### src/rtl/mem_arbiter.sv
// Round-robin arbiter/sequencer sharing one single-port RAM between the CPU and DMA ports.
// Each granted access runs IDLE -> ISSUE -> (WAIT) -> ACK and returns a one-cycle ack.
module mem_arbiter #(
  parameter int ADDR_W = 9,
  parameter int DATA_W = 32,
  parameter int RD_LAT = 1
) (
  input  logic              clk,
  input  logic              rst,
  // Handshake: req is held until its one-cycle ack; a req still high in the
  // IDLE cycle right after the ack is treated as a brand-new transaction.
  input  logic              cpu_req,
  input  logic              cpu_we,
  input  logic [ADDR_W-1:0] cpu_addr,
  input  logic [DATA_W-1:0] cpu_wdata,
  output logic              cpu_ack,
  output logic [DATA_W-1:0] cpu_rdata,
  input  logic              dma_req,
  input  logic              dma_we,
  input  logic [ADDR_W-1:0] dma_addr,
  input  logic [DATA_W-1:0] dma_wdata,
  output logic              dma_ack,
  output logic [DATA_W-1:0] dma_rdata,
  output logic [ADDR_W-1:0] ram_addr,
  output logic [DATA_W-1:0] ram_wdata,
  output logic              ram_we,
  input  logic [DATA_W-1:0] ram_rdata,
  output logic              busy,
  output logic              owner,
  output logic [1:0]        dbg_state
);

  typedef enum logic [1:0] {
    S_IDLE  = 2'd0,
    S_ISSUE = 2'd1,
    S_WAIT  = 2'd2,
    S_ACK   = 2'd3
  } state_t;

  localparam int CNT_W = (RD_LAT > 2) ? $clog2(RD_LAT) : 1;
  // WAIT lasts RD_LAT-1 cycles: the counter starts at RD_LAT-2 and exits on zero.
  localparam logic [CNT_W-1:0] WAIT_INIT = CNT_W'((RD_LAT > 1) ? RD_LAT - 2 : 0);

  state_t            r_state;
  state_t            w_next;
  logic              r_owner;
  logic              r_last_owner;
  logic              r_we;
  logic [ADDR_W-1:0] r_addr;
  logic [DATA_W-1:0] r_wdata;
  logic [DATA_W-1:0] r_cpu_hold;
  logic [DATA_W-1:0] r_dma_hold;
  logic [CNT_W-1:0]  r_cnt;
  logic              w_grant;
  logic              w_winner;
  logic              w_in_ack;

  always_comb begin
    w_next   = r_state;
    w_grant  = 1'b0;
    w_winner = 1'b0;
    case (r_state)
      S_IDLE: begin
        if (cpu_req || dma_req) begin
          w_grant  = 1'b1;
          w_winner = (cpu_req && dma_req) ? ~r_last_owner : dma_req;
          w_next   = S_ISSUE;
        end
      end
      S_ISSUE: w_next = (r_we || RD_LAT == 1) ? S_ACK : S_WAIT;
      S_WAIT:  if (r_cnt == '0) w_next = S_ACK;
      S_ACK:   w_next = S_IDLE;
      default: w_next = S_IDLE;
    endcase
  end

  always_ff @(posedge clk) begin
    if (rst) begin
      r_state      <= S_IDLE;
      r_owner      <= 1'b0;
      r_last_owner <= 1'b1;
      r_we         <= 1'b0;
      r_addr       <= '0;
      r_wdata      <= '0;
      r_cnt        <= '0;
      r_cpu_hold   <= '0;
      r_dma_hold   <= '0;
    end else begin
      r_state <= w_next;
      if (w_grant) begin
        r_owner      <= w_winner;
        r_last_owner <= w_winner;
        r_we         <= w_winner ? dma_we    : cpu_we;
        r_addr       <= w_winner ? dma_addr  : cpu_addr;
        r_wdata      <= w_winner ? dma_wdata : cpu_wdata;
      end
      if (r_state == S_ISSUE) r_cnt <= WAIT_INIT;
      else if (r_state == S_WAIT) r_cnt <= r_cnt - CNT_W'(1);
      // Capture read data so each port's rdata stays stable after its ack.
      if (r_state == S_ACK && !r_we) begin
        if (r_owner) r_dma_hold <= ram_rdata;
        else         r_cpu_hold <= ram_rdata;
      end
    end
  end

  assign w_in_ack  = (r_state == S_ACK);
  assign cpu_ack   = w_in_ack && !r_owner;
  assign dma_ack   = w_in_ack &&  r_owner;
  assign cpu_rdata = (cpu_ack && !r_we) ? ram_rdata : r_cpu_hold;
  assign dma_rdata = (dma_ack && !r_we) ? ram_rdata : r_dma_hold;
  assign ram_addr  = r_addr;
  assign ram_wdata = r_wdata;
  assign ram_we    = (r_state == S_ISSUE) && r_we;
  assign busy      = (r_state != S_IDLE);
  assign owner     = r_owner;
  assign dbg_state = r_state;

endmodule

### config.mk
export PLATFORM = sky130hd
export DESIGN_NAME = mem_arbiter
export DESIGN_NICKNAME = d
export VERILOG_FILES = /design/src/rtl/mem_arbiter.sv
export SDC_FILE = /design/constraint.sdc
export NUM_CORES = 1
export LEC_CHECK = 0
export CAP_MARGIN = 5
export CORE_MARGIN = 3
export CORE_UTILIZATION = 43
export CTS_CLUSTER_SIZE = 16
export DETAILED_ROUTE_END_ITERATION = 8
export PLACE_DENSITY = 0.83
export REMOVE_ABC_BUFFERS = 1
export SLEW_MARGIN = 20
export SYNTH_ARGS = -nofsm -noshare
export SYNTH_HDL_FRONTEND = slang
export SYNTH_SLANG_ARGS = --single-unit
### constraint.sdc
create_clock -name clk -period 3.4 [get_ports clk]
set_clock_uncertainty 0.15 [all_clocks]
set_input_delay 0.51 -clock clk [delete_from_list [all_inputs] [get_ports clk]]
set_output_delay 0.51 -clock clk [all_outputs]
set_load 0.1 [all_outputs]
; Word-level counts from Yosys, hierarchy flattened
; Cells that the tools add are included.
; W data, S select, Z words.
[classes]
n_addsub = 1
eq_ne = 5
mux = 13
n_bitwise = 2
reduce_logical = 16
[op_table]
columns = op, n
row1 = $mux W32, 3
row2 = $mux W9, 1
row3 = $pmux W2 S4, 1
row4 = $logic_and A1 B1 Y1, 7
row5 = $mux W1, 6
row6 = $reduce_and A2 Y1, 3
row7 = $eq A2 B2 Y1 const B, 2
row8 = $mux W2, 2
row9 = $ne A2 B2 Y1 const B, 2
row10 = $eq A2 B1 Y1 const B, 1
row11 = $logic_not A1 Y1, 2
row12 = $logic_not A2 Y1, 1
row13 = $not A1 Y1, 2
row14 = $reduce_bool A2 Y1, 1
row15 = $reduce_or A2 Y1, 1
row16 = $logic_or A1 B1 Y1, 1
row17 = $sub A1 B1 Y1 const B, 1
[word_totals]
register_bits = 111
in_bits = 120
output_inout_bits = 112
word_cells = 46

; Longest topological paths before layout
; Gate-level depths: netlist (run 1).
[depth]
ltp_word = 5
mapped_depth = 6

; Worst setup path after synthesis (run 1)
; Ideal clock, no wire load.
[synth_path]
path_type = reg2out
startpoint = reg r_state[1], in the netlist dbg_state[1]
endpoint = out cpu_ack
arrival_time_ps = 2712
t_required_ps = 2740
setup_slack_ps = 28
path_stages_with_launch = 3
path_buffers = 0
path_cell_list = dfxtp_1 -> ha_1 -> nor2b_1
[synth_between]
elab_chain_cells = 2
[synth_lines]
columns = item, line
row1 = from (decl), 44  ; state_t r_state;
row2 = from (signal assigned), 89  ; r_state <= w_next;
row3 = $eq A2 B2 Y1, 107  ; assign w_in_ack = (r_state == S_ACK);
row4 = $logic_and A1 B1 Y1, 108  ; assign cpu_ack = w_in_ack && !r_owner;
row5 = to (decl), 16  ; output logic cpu_ack,
; Every way passes these cells.

; Worst setup path in the final report (run 1)
[layout_path]
startpoint = reg r_state[0], in the netlist dbg_state[0]
endpoint = out cpu_rdata[24]
[layout_between]
elab_chain_cells = 4
[layout_lines]
columns = item, line
row1 = $eq A2 B2 Y1, 107
row2 = $logic_and A1 B1 Y1, 108
row3 = $logic_and A1 B1 Y1, 110  ; assign cpu_rdata = (cpu_ack && !r_we) ? ram_rdata : r_cpu_hold;
row4 = $mux W32, 110
row5 = to (decl), 17  ; output logic [DATA_W-1:0] cpu_rdata,
; Every way passes these cells.

==> metrics.md, run 1 <==
| Metric | Value |
|---|---|
| Status | `finished, final reports clean` |
| Crit-path cells | `ha_1 > nor3b_4 > buf_4 > mux2_2 > buf_12` |
| Startpoint types | `register` |
| Area of the mapped netlist | `5000 µm²` |
| Final instance count without filler cells | `834` |
| Leakage power total | `3.55 nW` |
| Cts-stage hold buffer count | `0` |
| Die height | `114 µm` |
| Overall die width | `114 µm` |
| Post-CTS sizing | `0` |
| Final net count | `813` |
| Worst-path clk slew | `0.07 ns` |
| Critical Path RT | `2.74 ns` |
| Hpwl dp | `11400 µm` |
| Flops & latches, synth | `111` |
| Vias per cell | `5.29` |
| Antenna violations before repair | `0` |
| Largest net degree at the start of global routing | `79` |
| Yosys cell types | `25` |
| Longest Clk Path Bufs | `2` |
| Buf+Inv Stages, Crit Path | `2` |
| Overall Power | `4.97 mW` |
| HP Class | `register to register` |
| Core ar. | `11100 µm²` |
| Fmax | `343 MHz` |
| Clock sinks | `111` |
| Post-CTS Setup Repair Bufs | `0` |
| # placed instances | `818` |
| Layout cells sized above 1 | `24.5%` |
| # diodes | `0` |
| PnR worst setup slack | `0.484 ns` |
| Yosys top cell area share | `44.5%` |
| Setup TNS | `0 ns` |
| Root Buffer | `clkbuf_16` |
| Tmin final | `2.92 ns` |
| Vias in the first global route | `4611` |
| Drc violations | `0` |
| Final setup violation count | `0` |
| CTS tree | `yes` |
| Vias | `4408` |
| Final wirelength | `15800 µm` |
| Final hold slack | `0.327 ns` |
| Grt ovf | `0` |
| Maxcap violations | `0` |
| Actual slew at the worst max-slew pin | `1.02 ns` |
| Final hold violations | `0` |
| Max-slew violations | `0` |
| Num CTS Buffers | `9` |
| Syn Inst Count | `479` |
| Crit path depth | `5` |
| Starting Density | `45.1%` |
| DR iter-0 viols | `264` |
| DR WL/cell | `18.9 µm` |
| DRT antenna net count | `0` |
| Relative slew slack | `32.0%` |
| R2R cell count | `6` |
| Yosys warns | `0` |
| Htree depth | `3` |
| CP max stage delay | `0.44 ns` |
| I/O Buffers | `231` |
| Crit path DAT | `2.26 ns` |
| Crit-path slowest cell | `mux2_2` |
| Setup crit end kind | `output pin` |
| Tot GR Track Use | `23.9%` |
| First-pass GRT wire length | `24500 µm` |
| Kind of critical path | `register to output pin` |
| Worst VDD drop | `609 µV` |
| Top Ports | `232` |
| Gpl congestion | `0.792` |
| Worst-Skew Late Latency | `0.35 ns` |
| Synth area leaders | `dfxtp_1 44%, mux2_2 14%, a2111o_1 9.5%, o211a_1 8.4%, nor2b_1 8.1%` |
| Post-Syn Area per Cell | `10.4 µm²` |
| Full die area | `13000 µm²` |
| Crit path max fanout | `32` |
| RSZ-0062 raised after global routing | `false` |
| Layout overhead on the synthesized area | `65.7%` |
| Pre-CTS setup slack | `0.864 ns` |
| Pwr dens | `601 nW/µm²` |
| Worst Hold Depth | `2` |
| Register area share after synthesis | `44.5%` |
| Period utilization | `85.8%` |
| Iteration count of the initial detailed-routing pass | `4` |
| Cell taking the most area after synthesis | `dfxtp_1` |
| Worst path top cell family by delay | `buffers and inverters` |
| Row cnt | `38` |
## sequential cells by signal, summed over array words and instances, names as in the netlist
register	count
dbg_state	2
r_dma_hold	32
r_cnt	1
r_we	1
owner	1
r_cpu_hold	32
ram_wdata	32
ram_addr	9
r_last_owner	1
## area by class of cell
type                       count  area [µm²]
clock inverter                 6        43.8
multi-input combinational    280        2430
tap                          140         175
inverter                      45         169
timing repair buffer         242        3000
sequential                   111        2220
clock buffer                  10         239
fill                         710        2800
## cells in the mapped netlist
library cell / count
a2111o_1: 42
a21oi_1: 43
a22oi_1: 1
and2_1: 2
buf_2: 12
buf_4: 3
clkbuf_1: 28
clkinv_1: 1
dfxtp_1: 111
ha_1: 4
inv_1: 44
mux2_1: 4
mux2_2: 61
mux2i_1: 1
nand2_1: 3
nand2b_1: 2
nand3_1: 1
nand3b_1: 2
nor2_1: 3
nor2b_1: 65
nor3_1: 1
nor3b_4: 1
o211a_1: 42
o21ai_1: 1
xnor2_1: 1
## kinds of logic after synthesis
family | count (synthesis) | share of synthesized area (%)
AO/OA/AOI/OAI | 129 | 22.4
flip-flops | 111 | 44.5
buffers and inverters | 88 | 7.13
AND/OR/NAND/NOR | 80 | 9.96
multiplexers | 66 | 14.8
adder cells (fa/ha/maj) | 4 | 1.00
XOR/XNOR | 1 | 0.175
## worst register-to-register path, delay by kind of cell, from the launching register on
| family | cells | cell delay (ns) |
|---|---|---|
| flip-flops | 1 | 0.35 |
| buffers and inverters | 3 | 0.78 |
| adder cells (fa/ha/maj) | 1 | 0.27 |
| AO/OA/AOI/OAI | 2 | 0.51 |
## cell usage in the layout, fill, tap and decap left out, types with 2 or more instances in the layout
cell type        Yosys  routed
clkdlybuf4s50_1      0     152
dfxtp_1            111     111
nor2b_1             65      65
buf_12               0      64
mux2_2              61      61
inv_1               44      44
a21oi_1             43      43
a2111o_1            42      42
o211a_1             42      42
buf_4                3      26
clkbuf_16            0       9
mux2_1               4       4
ha_1                 4       4
nand2_1              3       3
nand3b_1             2       2
and2_1               2       2
nor2_1               3       2
nand2b_1             2       2
clkinv_4             0       2
clkinv_2             0       2
## path summary, 6_finish.rpt
| kind | start | endpoint | slack (ns) |
|---|---|---|---|
| worst max-delay path | dbg_state[0]$_SDFFE_PP0P_ | cpu_rdata[24] | 0.48 |
| worst min-delay path | r_last_owner$_SDFFE_PP1P_ | r_last_owner$_SDFFE_PP1P_ | 0.33 |
| worst max register to register | dbg_state[0]$_SDFFE_PP0P_ | ram_wdata[19]$_SDFFE_PP0P_ | 1.23 |
| worst min register to register | r_last_owner$_SDFFE_PP1P_ | r_last_owner$_SDFFE_PP1P_ | 0.33 |
## metal layers
metal  vias up  global-route usage (%)  share of wire [%]
met5         -                       0                  0
met4         0                    9.03                2.3
met3        23                    6.58                8.8
met2       208                    42.2                 49
met1      2055                    27.5                 40
li1       2122                       -                  -
## through the flow
stage	instance area, µm²	utilization, %
CTS	8280	74.7
global placement	8000	72.2
finish	8280	74.7
detailed placement	8000	72.2
global route	8280	74.7
floorplan	4810	-
## report_power, final
group | total (mW) | switching (mW) | internal [mW]
clock | 1.01 | 0.487 | 0.520
sequential | 1.51 | 0.0755 | 1.44
combinational | 2.45 | 1.69 | 0.766
Power figures use the tool's default switching activity.
==> inputs of run 2 (changes only) <==
GPL_ROUTABILITY_DRIVEN = 0   (was not set)
==> results of run 2 <==
Same layout as run 1: the final DEF is identical, and so are final timing and power.
